<file path="src/rtl/rmap_status_collector.sv">
// Status/error collector for a multi-channel RMAP target: per-channel event counters,
// sticky error flags and a round-robin fed error-event FIFO for housekeeping.
module rmap_status_collector #(
    parameter int NUM_CH     = 4,
    parameter int CNT_W      = 16,
    parameter int FIFO_DEPTH = 8,
    parameter int CH_W       = (NUM_CH > 1) ? $clog2(NUM_CH) : 1
) (
    input  logic                          clk,
    input  logic                          rst_n,
    input  logic                          clear,
    input  logic [NUM_CH-1:0]             write_ind,
    input  logic [NUM_CH-1:0]             read_ind,
    input  logic [NUM_CH-1:0]             rmw_ind,
    input  logic [NUM_CH-1:0]             error_ind,
    input  logic [8*NUM_CH-1:0]           error_code,
    input  logic [NUM_CH-1:0]             addr_invalid,
    input  logic [NUM_CH-1:0]             len_invalid,
    input  logic [CH_W-1:0]               cnt_ch,
    input  logic [2:0]                    cnt_sel,
    output logic [CNT_W-1:0]              cnt_value,
    output logic [NUM_CH-1:0]             sticky_err,
    output logic                          evt_valid,
    input  logic                          evt_ready,
    output logic [CH_W-1:0]               evt_ch,
    output logic [7:0]                    evt_code,
    output logic [$clog2(FIFO_DEPTH):0]   fifo_level,
    output logic [CNT_W-1:0]              drop_cnt
);

    localparam int PTR_W  = $clog2(FIFO_DEPTH);
    localparam int LVL_W  = PTR_W + 1;
    localparam int NUM_EV = 6;
    localparam int EV_ERR = 3;
    localparam int ENT_W  = CH_W + 8;

    logic [NUM_CH-1:0] ind_s  [NUM_EV];
    logic [NUM_CH-1:0] prev_r [NUM_EV];
    logic [NUM_CH-1:0] rise_s [NUM_EV];
    logic [CNT_W-1:0]  cnt_r  [NUM_EV][NUM_CH];

    logic [NUM_CH-1:0] pend_r;
    logic [7:0]        pcode_r [NUM_CH];
    logic [CH_W-1:0]   rr_ptr_r;
    logic [NUM_CH-1:0] sticky_r;
    logic [CNT_W-1:0]  drop_cnt_r;

    logic [ENT_W-1:0]  mem_r [FIFO_DEPTH];
    logic [PTR_W-1:0]  wr_ptr_r;
    logic [PTR_W-1:0]  rd_ptr_r;
    logic [PTR_W-1:0]  rd_nxt_s;
    logic [LVL_W-1:0]  level_r;
    logic [LVL_W-1:0]  level_nxt_s;
    logic              evt_valid_r;
    logic [ENT_W-1:0]  head_r;
    logic [ENT_W-1:0]  head_s;

    int                arb_idx_s;
    logic              push_found_s;
    logic [CH_W-1:0]   push_ch_s;
    logic [CH_W-1:0]   rr_nxt_s;
    logic [ENT_W-1:0]  push_data_s;
    logic              full_s;
    logic              push_s;
    logic              pop_s;
    logic [NUM_CH-1:0] push_hit_s;
    logic [NUM_CH-1:0] drop_s;
    logic [CNT_W:0]    drop_sum_s;
    logic [CNT_W-1:0]  sel_s;
    logic [CNT_W-1:0]  cnt_value_r;

    assign ind_s[0] = write_ind;
    assign ind_s[1] = read_ind;
    assign ind_s[2] = rmw_ind;
    assign ind_s[3] = error_ind;
    assign ind_s[4] = addr_invalid;
    assign ind_s[5] = len_invalid;

    // Rising-edge detection against the previous-cycle sample
    always_comb begin
        for (int k = 0; k < NUM_EV; k++) begin
            rise_s[k] = ind_s[k] & ~prev_r[k];
        end
    end

    // Round-robin search for the first pending slot starting at the pointer
    always_comb begin
        push_found_s = 1'b0;
        push_ch_s    = '0;
        arb_idx_s    = 0;
        for (int k = 0; k < NUM_CH; k++) begin
            arb_idx_s = int'(rr_ptr_r) + k;
            arb_idx_s = (arb_idx_s >= NUM_CH) ? (arb_idx_s - NUM_CH) : arb_idx_s;
            if (!push_found_s && pend_r[arb_idx_s]) begin
                push_found_s = 1'b1;
                push_ch_s    = CH_W'(arb_idx_s);
            end else begin
                push_found_s = push_found_s;
            end
        end
    end

    // Push/pop qualification; a full FIFO still accepts a push while it is being popped
    always_comb begin
        full_s      = (level_r == LVL_W'(FIFO_DEPTH));
        pop_s       = evt_valid_r && evt_ready && !clear;
        push_s      = push_found_s && (!full_s || pop_s) && !clear;
        push_data_s = {push_ch_s, pcode_r[push_ch_s]};
        rr_nxt_s    = (push_ch_s == CH_W'(NUM_CH - 1)) ? {CH_W{1'b0}} : (push_ch_s + CH_W'(1));
        for (int i = 0; i < NUM_CH; i++) begin
            push_hit_s[i] = push_s && (push_ch_s == CH_W'(i));
            drop_s[i]     = rise_s[EV_ERR][i] && pend_r[i] && !push_hit_s[i] && !clear;
        end
    end

    // Total of simultaneous drops added to the running drop count
    always_comb begin
        drop_sum_s = {1'b0, drop_cnt_r};
        for (int i = 0; i < NUM_CH; i++) begin
            drop_sum_s = drop_sum_s + {{CNT_W{1'b0}}, drop_s[i]};
        end
    end

    // Next FIFO head; bypass the write when the pushed entry lands at the new read slot
    always_comb begin
        level_nxt_s = level_r + {{PTR_W{1'b0}}, push_s} - {{PTR_W{1'b0}}, pop_s};
        rd_nxt_s    = pop_s ? (rd_ptr_r + PTR_W'(1)) : rd_ptr_r;
        if (level_nxt_s == {LVL_W{1'b0}}) begin
            head_s = '0;
        end else if (push_s && (wr_ptr_r == rd_nxt_s)) begin
            head_s = push_data_s;
        end else begin
            head_s = mem_r[rd_nxt_s];
        end
    end

    // Counter readout mux; unused selects and channels fall through to zero
    always_comb begin
        sel_s = '0;
        for (int s = 0; s < NUM_EV; s++) begin
            for (int c = 0; c < NUM_CH; c++) begin
                sel_s = sel_s | (((cnt_sel == 3'(s)) && (cnt_ch == CH_W'(c))) ? cnt_r[s][c] : {CNT_W{1'b0}});
            end
        end
    end

    // Edge-detect history, kept running through clear
    always_ff @(posedge clk or negedge rst_n) begin
        if (!rst_n) begin
            for (int k = 0; k < NUM_EV; k++) prev_r[k] <= '0;
        end else begin
            for (int k = 0; k < NUM_EV; k++) prev_r[k] <= ind_s[k];
        end
    end

    // Saturating per-channel event counters
    always_ff @(posedge clk or negedge rst_n) begin
        if (!rst_n) begin
            for (int k = 0; k < NUM_EV; k++)
                for (int c = 0; c < NUM_CH; c++) cnt_r[k][c] <= '0;
        end else if (clear) begin
            for (int k = 0; k < NUM_EV; k++)
                for (int c = 0; c < NUM_CH; c++) cnt_r[k][c] <= '0;
        end else begin
            for (int k = 0; k < NUM_EV; k++)
                for (int c = 0; c < NUM_CH; c++)
                    if (rise_s[k][c] && (cnt_r[k][c] != {CNT_W{1'b1}}))
                        cnt_r[k][c] <= cnt_r[k][c] + CNT_W'(1);
        end
    end

    // Pending slots, sticky flags, arbiter pointer and drop count
    always_ff @(posedge clk or negedge rst_n) begin
        if (!rst_n) begin
            pend_r     <= '0;
            sticky_r   <= '0;
            rr_ptr_r   <= '0;
            drop_cnt_r <= '0;
            for (int i = 0; i < NUM_CH; i++) pcode_r[i] <= 8'h00;
        end else if (clear) begin
            pend_r     <= '0;
            sticky_r   <= '0;
            rr_ptr_r   <= '0;
            drop_cnt_r <= '0;
            for (int i = 0; i < NUM_CH; i++) pcode_r[i] <= 8'h00;
        end else begin
            for (int i = 0; i < NUM_CH; i++) begin
                if (rise_s[EV_ERR][i] && (!pend_r[i] || push_hit_s[i])) begin
                    pend_r[i]  <= 1'b1;
                    pcode_r[i] <= error_code[8*i +: 8];
                end else if (push_hit_s[i]) begin
                    pend_r[i]  <= 1'b0;
                end
            end
            sticky_r   <= sticky_r | rise_s[EV_ERR];
            if (push_s) rr_ptr_r <= rr_nxt_s;
            drop_cnt_r <= drop_sum_s[CNT_W] ? {CNT_W{1'b1}} : drop_sum_s[CNT_W-1:0];
        end
    end

    // FIFO pointers, occupancy and registered head outputs
    always_ff @(posedge clk or negedge rst_n) begin
        if (!rst_n) begin
            wr_ptr_r    <= '0;
            rd_ptr_r    <= '0;
            level_r     <= '0;
            evt_valid_r <= 1'b0;
            head_r      <= '0;
        end else if (clear) begin
            wr_ptr_r    <= '0;
            rd_ptr_r    <= '0;
            level_r     <= '0;
            evt_valid_r <= 1'b0;
            head_r      <= '0;
        end else begin
            if (push_s) wr_ptr_r <= wr_ptr_r + PTR_W'(1);
            rd_ptr_r    <= rd_nxt_s;
            level_r     <= level_nxt_s;
            evt_valid_r <= (level_nxt_s != {LVL_W{1'b0}});
            head_r      <= head_s;
        end
    end

    // FIFO storage; contents are only observed through the pointers
    always_ff @(posedge clk) begin
        if (push_s) mem_r[wr_ptr_r] <= push_data_s;
    end

    // Registered counter readout
    always_ff @(posedge clk or negedge rst_n) begin
        if (!rst_n) cnt_value_r <= '0;
        else        cnt_value_r <= sel_s;
    end

    assign cnt_value  = cnt_value_r;
    assign sticky_err = sticky_r;
    assign evt_valid  = evt_valid_r;
    assign evt_ch     = head_r[ENT_W-1:8];
    assign evt_code   = head_r[7:0];
    assign fifo_level = level_r;
    assign drop_cnt   = drop_cnt_r;

endmodule

</file>
<file path="config.mk">
export PLATFORM = sky130hd
export DESIGN_NAME = rmap_status_collector
export DESIGN_NICKNAME = d
export VERILOG_FILES = /design/src/rtl/rmap_status_collector.sv
export SDC_FILE = /design/constraint.sdc
export NUM_CORES = 1
export LEC_CHECK = 0
export ABC_AREA = 1
export BUFFER_PORTS_ARGS = -buffer_cell sky130_fd_sc_hd__buf_2
export CORE_ASPECT_RATIO = 0.7
export CORE_UTILIZATION = 45
export CTS_CLUSTER_SIZE = 24
export DETAILED_ROUTE_END_ITERATION = 10
export PLACE_DENSITY = 0.65
export SLEW_MARGIN = 20
export SYNTH_ARGS = -nofsm -noshare
export SYNTH_HDL_FRONTEND = slang
export SYNTH_SLANG_ARGS = --single-unit
</file>
<file path="constraint.sdc">
create_clock -name clk -period 10.1 [get_ports clk]
set_input_delay 1.515 -clock clk [delete_from_list [all_inputs] [get_ports clk]]
set_output_delay 1.515 -clock clk [all_outputs]
set_load 0.02 [all_outputs]
</file>
# After elaboration in Yosys (flattened, before gate mapping)
# Memory sizes are Yosys's and may differ from the RTL's.
# Cells that the tools add are included.
classes:
  shifts: 0
  addsub: 40
  n_mul: 0
  n_mux: 107
  order_cmp: 9
  n_eq_ne: 37
  bitwise_logic: 37
  reduce_logical: 132
  n_div: 0
op_table:
  columns: ["operator", "n"]
  rows:
  - ["two-way mux 16 bit", 50]
  - ["adder 16 x 1 -> 16 bit, second input constant", 24]
  - ["two-way mux 384 bit", 1]
  - ["inequality test 16 bit, second input constant", 24]
  - ["bitwise OR 16 bit", 23]
  - ["two-way mux 32 bit", 5]
  - ["< comparator 32 x 4 -> 1 bit, second input constant", 4]
  - ["logical AND 1 bit", 76]
  - ["nonzero test 2 bit", 29]
  - ["adder 17 x 1 -> 17 bit", 3]
  - ["two-way mux 8 bit", 6]
  - ["two-way mux 10 bit", 3]
  - ["bitwise AND 4 bit", 6]
  - ["inverter 4 bit", 6]
  - ["two-way mux 1 bit", 23]
  - ["adder 16 x 1 -> 17 bit", 1]
  - ["binary-select mux 8 bit (select 2 bit)", 1]
  - ["two-way mux 2 bit", 7]
  - ["logical NOT 1 bit", 13]
  - ["greater-or-equal comparator 3 bit, second input constant", 4]
  - ["two-way mux 3 bit", 4]
  - ["two-way mux 4 bit", 3]
  - ["nonzero test 3 bit", 4]
  - ["subtractor 3 x 3 -> 4 bit, second input constant", 3]
  - ["23 further kinds", 39]
totals:
  ramBits: 80
  regBits: 503
  in_bits: 65
  out_inout_bits: 51
  mem_bits_ro: 0
  latchBits: 0
  word_cells: 410
  n_memories: 1
memory_table:
  columns: ["memory", "words", "width", "read_ports", "rd_clocked_by_memory_dff", "wr", "line_no", "text"]
  rows:
  - ["mem_r", 8, 10, 1, 0, 1, "48", "logic [ENT_W-1:0] mem_r [FIFO_DEPTH];"]

# Longest topological paths before layout
depth:
  word_depth: 27
  mapped_depth: 27
  mapped_depth_nobuf: 27

# Worst setup path after synthesis
# Ideal clock, no wire load.
synth_timing:
  kind: "input to register"
  start: "input port clear"
  end: "register drop_cnt_r[13], in the netlist drop_cnt[13]"
  arrival_time_ns: 4.830
  setup_slack_ns: 5.207
  stages: 19
  n_path_buf: 3
  cell_sequence: "inv_2 > buf_2 > buf_1 > clkbuf_1 > nand4_1 > fa_1 > fa_1 > inv_1 > fa_1 > nand3_1 > nor3_2 > nand3_1 > nor2_1 > nand2_1 > inv_1 > a21oi_1 > o21ai_0 > nand2_1 > inv_1"
synth_between:
  elab_chain_len: 15
synth_lines:
  columns: ["item", "line_no", "text"]
  rows:
  - ["from (decl)", "11", "input logic clear,"]
  - ["logical NOT 1 bit", "106, 107, 112", null]
  - ["logical AND 1 bit", "106", "pop_s = evt_valid_r && evt_ready && !clear;"]
  - ["logical OR 1 bit", "107", "push_s = push_found_s && (!full_s || pop_s) && !clear;"]
  - ["logical AND 1 bit (2 in series)", "107", null]
  - ["logical AND 1 bit", "111", "push_hit_s[i] = push_s && (push_ch_s == CH_W'(i));"]
  - ["logical NOT 1 bit", "112", "drop_s[i] = rise_s[EV_ERR][i] && pend_r[i] && !push_hit_s[i] && !clear;"]
  - ["logical AND 1 bit (2 in series)", "112", null]
  - ["adder 16 x 1 -> 17 bit", "120", "drop_sum_s = drop_sum_s + {{CNT_W{1'b0}}, drop_s[i]};"]
  - ["adder 17 x 1 -> 17 bit (3 in series)", "120", null]
  - ["two-way mux 16 bit", "197", "drop_cnt_r <= drop_sum_s[CNT_W] ? {CNT_W{1'b1}} : drop_sum_s[CNT_W-1:0];"]
  - ["two-way mux 16 bit (*)", "180", "end else if (clear) begin"]
  - ["to (signal assigned)", "197", null]
  - ["to (decl)", "46", "logic [CNT_W-1:0] drop_cnt_r;"]
# Every way passes the cells marked *; elsewhere a longest branch is shown, timed or not.
# A chain may end at the register's enable or synchronous reset.

# Worst setup path in the final report
layout_timing:
  start: "register rr_ptr_r[0]"
  end: "register drop_cnt_r[13], in the netlist drop_cnt[13]"
layout_rtl:
  columns: ["item", "line_no", "text"]
  rows:
  - ["from (decl)", "44", "logic [CH_W-1:0] rr_ptr_r;"]
  - ["from (signal assigned)", "196", "if (push_s) rr_ptr_r <= rr_nxt_s;"]
  - ["branches (longest 14 deep; another with subtractor 3 x 3 -> 4 bit)", null, null]
  - ["two-way mux 2 bit (*)", "94", "if (!push_found_s && pend_r[arb_idx_s]) begin"]
  - ["named net push_ch_s[1]", "60", "logic [CH_W-1:0] push_ch_s;"]
  - ["logical NOT 2 bit", "111", null]
  - ["logical AND 1 bit", "111", null]
  - ["logical NOT 1 bit", "112", null]
  - ["logical AND 1 bit (2 in series)", "112", null]
  - ["adder 16 x 1 -> 17 bit", "120", null]
  - ["adder 17 x 1 -> 17 bit (2 in series)", "120", null]
  - ["adder 17 x 1 -> 17 bit (*)", "120", null]
  - ["two-way mux 16 bit (*)", "197", null]
  - ["two-way mux 16 bit (*)", "180", null]
# Mark *: on every way through the listed nets, which the timed path passes. The select of a mux whose other input is x is not followed.

==> results.md <==
- Status: finished clean
- Max cap viols: 0
- Clk sinks: a little under 600
- Syn Area/Cell: 7.677 sq um
- Pleak: 15.06 nW
- First-pass DRT Iterations: 6
- Hold EP: pcode_r[6]
- Crit-path most repeated cell: nand2_1
- Simple-gate share of the synthesized area: 28.91%
- Critical Path Sink Type: register
- Min-delay src: pcode_r[6]
- GRT overflow: 0
- Setup violators final: 0
- Fraction of the yosys area taken by sequential cells: 47.00%
- Die H: 224.7 um
- Post-DP HPWL: around 77000 um
- Fin crit share: 54.64%
- # rows: a little over 80
- Max incr delay on CP: roughly 0.60 ns
- CP Launch Point: rr_ptr_r[0]
- Ratio of cells with drive above 1 in the final layout: 7.013%
- Synth Warn #: 0
- Largest family of logic cells by synthesized area: simple AND/OR/NAND/NOR gates
- Die ar.: 71950 sq um
- DP Worst Slack: ~4.1 ns
- Final wirelength: approximately 100000 um
- Min-Delay Path Class: register to register
- Non-Filler Instances: 5193
- Element type at the critical path start: register
- Post-synthesis adder-cell area fraction: 1.664%
- Setup Fix Bufs, Post-CTS: 0
- P&R area growth vs syn: 10.12%
- Max VDD drop: 150.9 uV
- Port bufs: 115
- Hold Buf Count CTS: 0
- CP required: 10.66 ns
- Nets@finish: 4342
- Min cycle time layout: approximately 5.5 ns
- Resized Gates After CTS: 0
- Synth top cells by count: nand2_1, inv_1, dfrtp_1
- Fin. max-slew vios: 0
- Reg2reg setup slack: roughly 4.6 ns
- Gate Count Post-Synth: 4154
- Setup CP Type: register to register
- Wire per inst: 20.00 um
- Syn nets: 4259
- Main area contributors after synthesis: dfrtp_1, nand2_1, edfxtp_1
- Via/cell ratio: 5.718
- Cells after DPL: 5088
- CTS root buf: clkbuf_16
- Worst Path Max Fanout: 18
- Worst path bufs/invs: 6
- Reg-to-Reg Start: rr_ptr_r[0]
- Initial antenna violation count: 3
- Mux share of post-synthesis cell area: 0%
- Vias in the first global route: around 26000
- Top delay family on crit path: simple AND/OR/NAND/NOR gates
- Worst Path Arrival: 6.08 ns
- Most frequent cell after synthesis: nand2_1
- Largest net degree at the start of global routing: 160
- P per Cell Area: 177.1 nW/um^2
- Post-route DRC: 0
- Final Hold Fails: 0
- Post-synth cell types: 57
- Clock Skew: 0.01896 ns
- WP depth: 26
- CTS tree: done
- Yosys reg bits: 583
- Post-route ant nets: 0
- Reg2Reg Depth: 26
- Placer congestion estimate: 1.041
- Hold depth: 2
- Worst Tran Pin Value: ~1.1 ns
- RSZ-0062 raised after global routing: false
- Global Route Usage Sum: 28.68%
- Slowest-stage cell, CP: dfrtp_1
- Worst setup slack after layout: about 4.6 ns
- CTS Buf Count: 60
- Slew Limit Headroom: about a quarter
- Reg2reg end: drop_cnt[13]
- Yosys top cell area share: 39.47%
- Cell taking the most area after synthesis: dfrtp_1
- I/O pin cnt: around 120
- Via count: about 30000
- XOR/XNOR Fraction of Synth Area: ~1.3%
- EDFF count, synth: 80
- First-pass GRT wire length: 158700 um
- Synth Flop Type: dfrtp_1
- Die width: 320.2 um
- Ys async rst share: 86.28%
- H-tree depth: 2
- Core area: roughly 70000 sq um
- Clk pin slew, worst setup/hold paths: 0.06 ns
- Starting Density: 45.60%
- Pwr Total: 6.220 mW
- FMAX: 181.2 MHz
- Compound-gate portion of the synthesized area: about an eighth
- Total negative slack: 0 ns
- Synthesized area: 31890 sq um
- Max Root-Sink Buffers: 3
- Initial DRC Count: 3829
- Worst-Skew Late Latency: 0.64 ns
-- cell families after synthesis --
family | count (synthesis)
and+or+nand+nor | 2067
AOI/OAI and AO/OA | 715
xor gates and xnor gates | 46
DFF | 583
buffers and inverters | 703
adders and majority gates | 40
-- flip-flops by register name (all words and copies together), names as in the netlist --
| signal | flops |
|---|---|
| pend_r | 4 |
| head_r | 10 |
| fifo_level | 4 |
| wr_ptr_r | 3 |
| sticky_err | 4 |
| rd_ptr_r | 3 |
| cnt_value | 16 |
| drop_cnt | 16 |
| evt_valid | 1 |
| rr_ptr_r | 2 |
| cnt_r | 384 |
| mem_r | 80 |
| pcode_r | 32 |
| prev_r | 24 |
-- power by group --
part	leakage [nW]	internal (mW)	switching, mW
Combinational	6.53	0.337	1.02
Clock	0.899	1.19	0.952
Sequential	7.63	2.65	0.0712
Total	15.1	4.17	2.05
-- worst register-to-register path: stages, from the launching register on --
cell,delay [ns]
dfrtp_1,0.60
inv_2,0.16
nand2_1,0.13
nand3_1,0.10
nand2_1,0.11
inv_1,0.10
nand3_4,0.13
nand3_1,0.08
nand2_1,0.42
inv_2,0.30
ha_1,0.28
nand2_2,0.09
nand4_1,0.11
fa_1,0.50
fa_1,0.50
inv_1,0.14
fa_1,0.21
nand3_1,0.13
nor3_2,0.27
nand3_1,0.16
nor2_1,0.19
nand2_1,0.24
inv_1,0.20
a21oi_1,0.05
o21ai_0,0.08
nand2_1,0.06
inv_1,0.08
-- worst max path at each step --
stage                   endpoint
global placement    drop_cnt[13]
CTS                 drop_cnt[13]
global route        drop_cnt[13]
finish              drop_cnt[13]
detailed placement  drop_cnt[13]
floorplan           drop_cnt[13]
-- layout make-up --
type,count,area [sq um]
Fill cell,6784,34810
Tap cell,913,1142
Inverter,588,2217
Multi-Input combinational cell,2868,14190
Sequential cell,583,14990
Antenna cell,2,5.005
Clock buffer,91,1729
Clock inverter,12,88.84
Timing Repair Buffer,136,758.2
-- layout by cell type, fill, tap and decap left out, types with 15 or more instances in the layout --
master and count:
nand2_1 854, inv_1 574, dfrtp_1 503, nor2_1 443, nand3_1 331, o21ai_0 300
a21oi_1 192, nor3_1 187, buf_2 113, nand4_1 100, o22ai_1 89, edfxtp_1 80
clkbuf_16 61, nor4_1 50, xor2_1 39, ha_1 36, a211oi_1 34, nand2_2 22
clkbuf_1 21, buf_4 21, o21ai_1 16, a31oi_1 15
-- per-layer routing --
metal	track usage, %	vias to the layer above	part of all wire (%)
li1	-	14060	-
met1	46.69	14140	48
met2	36.27	1366	38
met3	8.716	131	13
met4	5.387	0	1.8
met5	0	-	0
-- stage by stage --
| stage | hold slack (ns) | utilization, % | instance area, sq um |
|---|---|---|---|
| after floorplan | 0.4629 | - | 31890 |
| after global placement | 0.4798 | 47.61 | 33290 |
| after detailed placement | 0.4804 | 47.61 | 33290 |
| after CTS | 0.4959 | 50.21 | 35110 |
| after global routing | 0.5121 | 50.22 | 35120 |
| final | 0.4911 | 50.22 | 35120 |
Note: power is estimated with default switching activity, not from simulation.
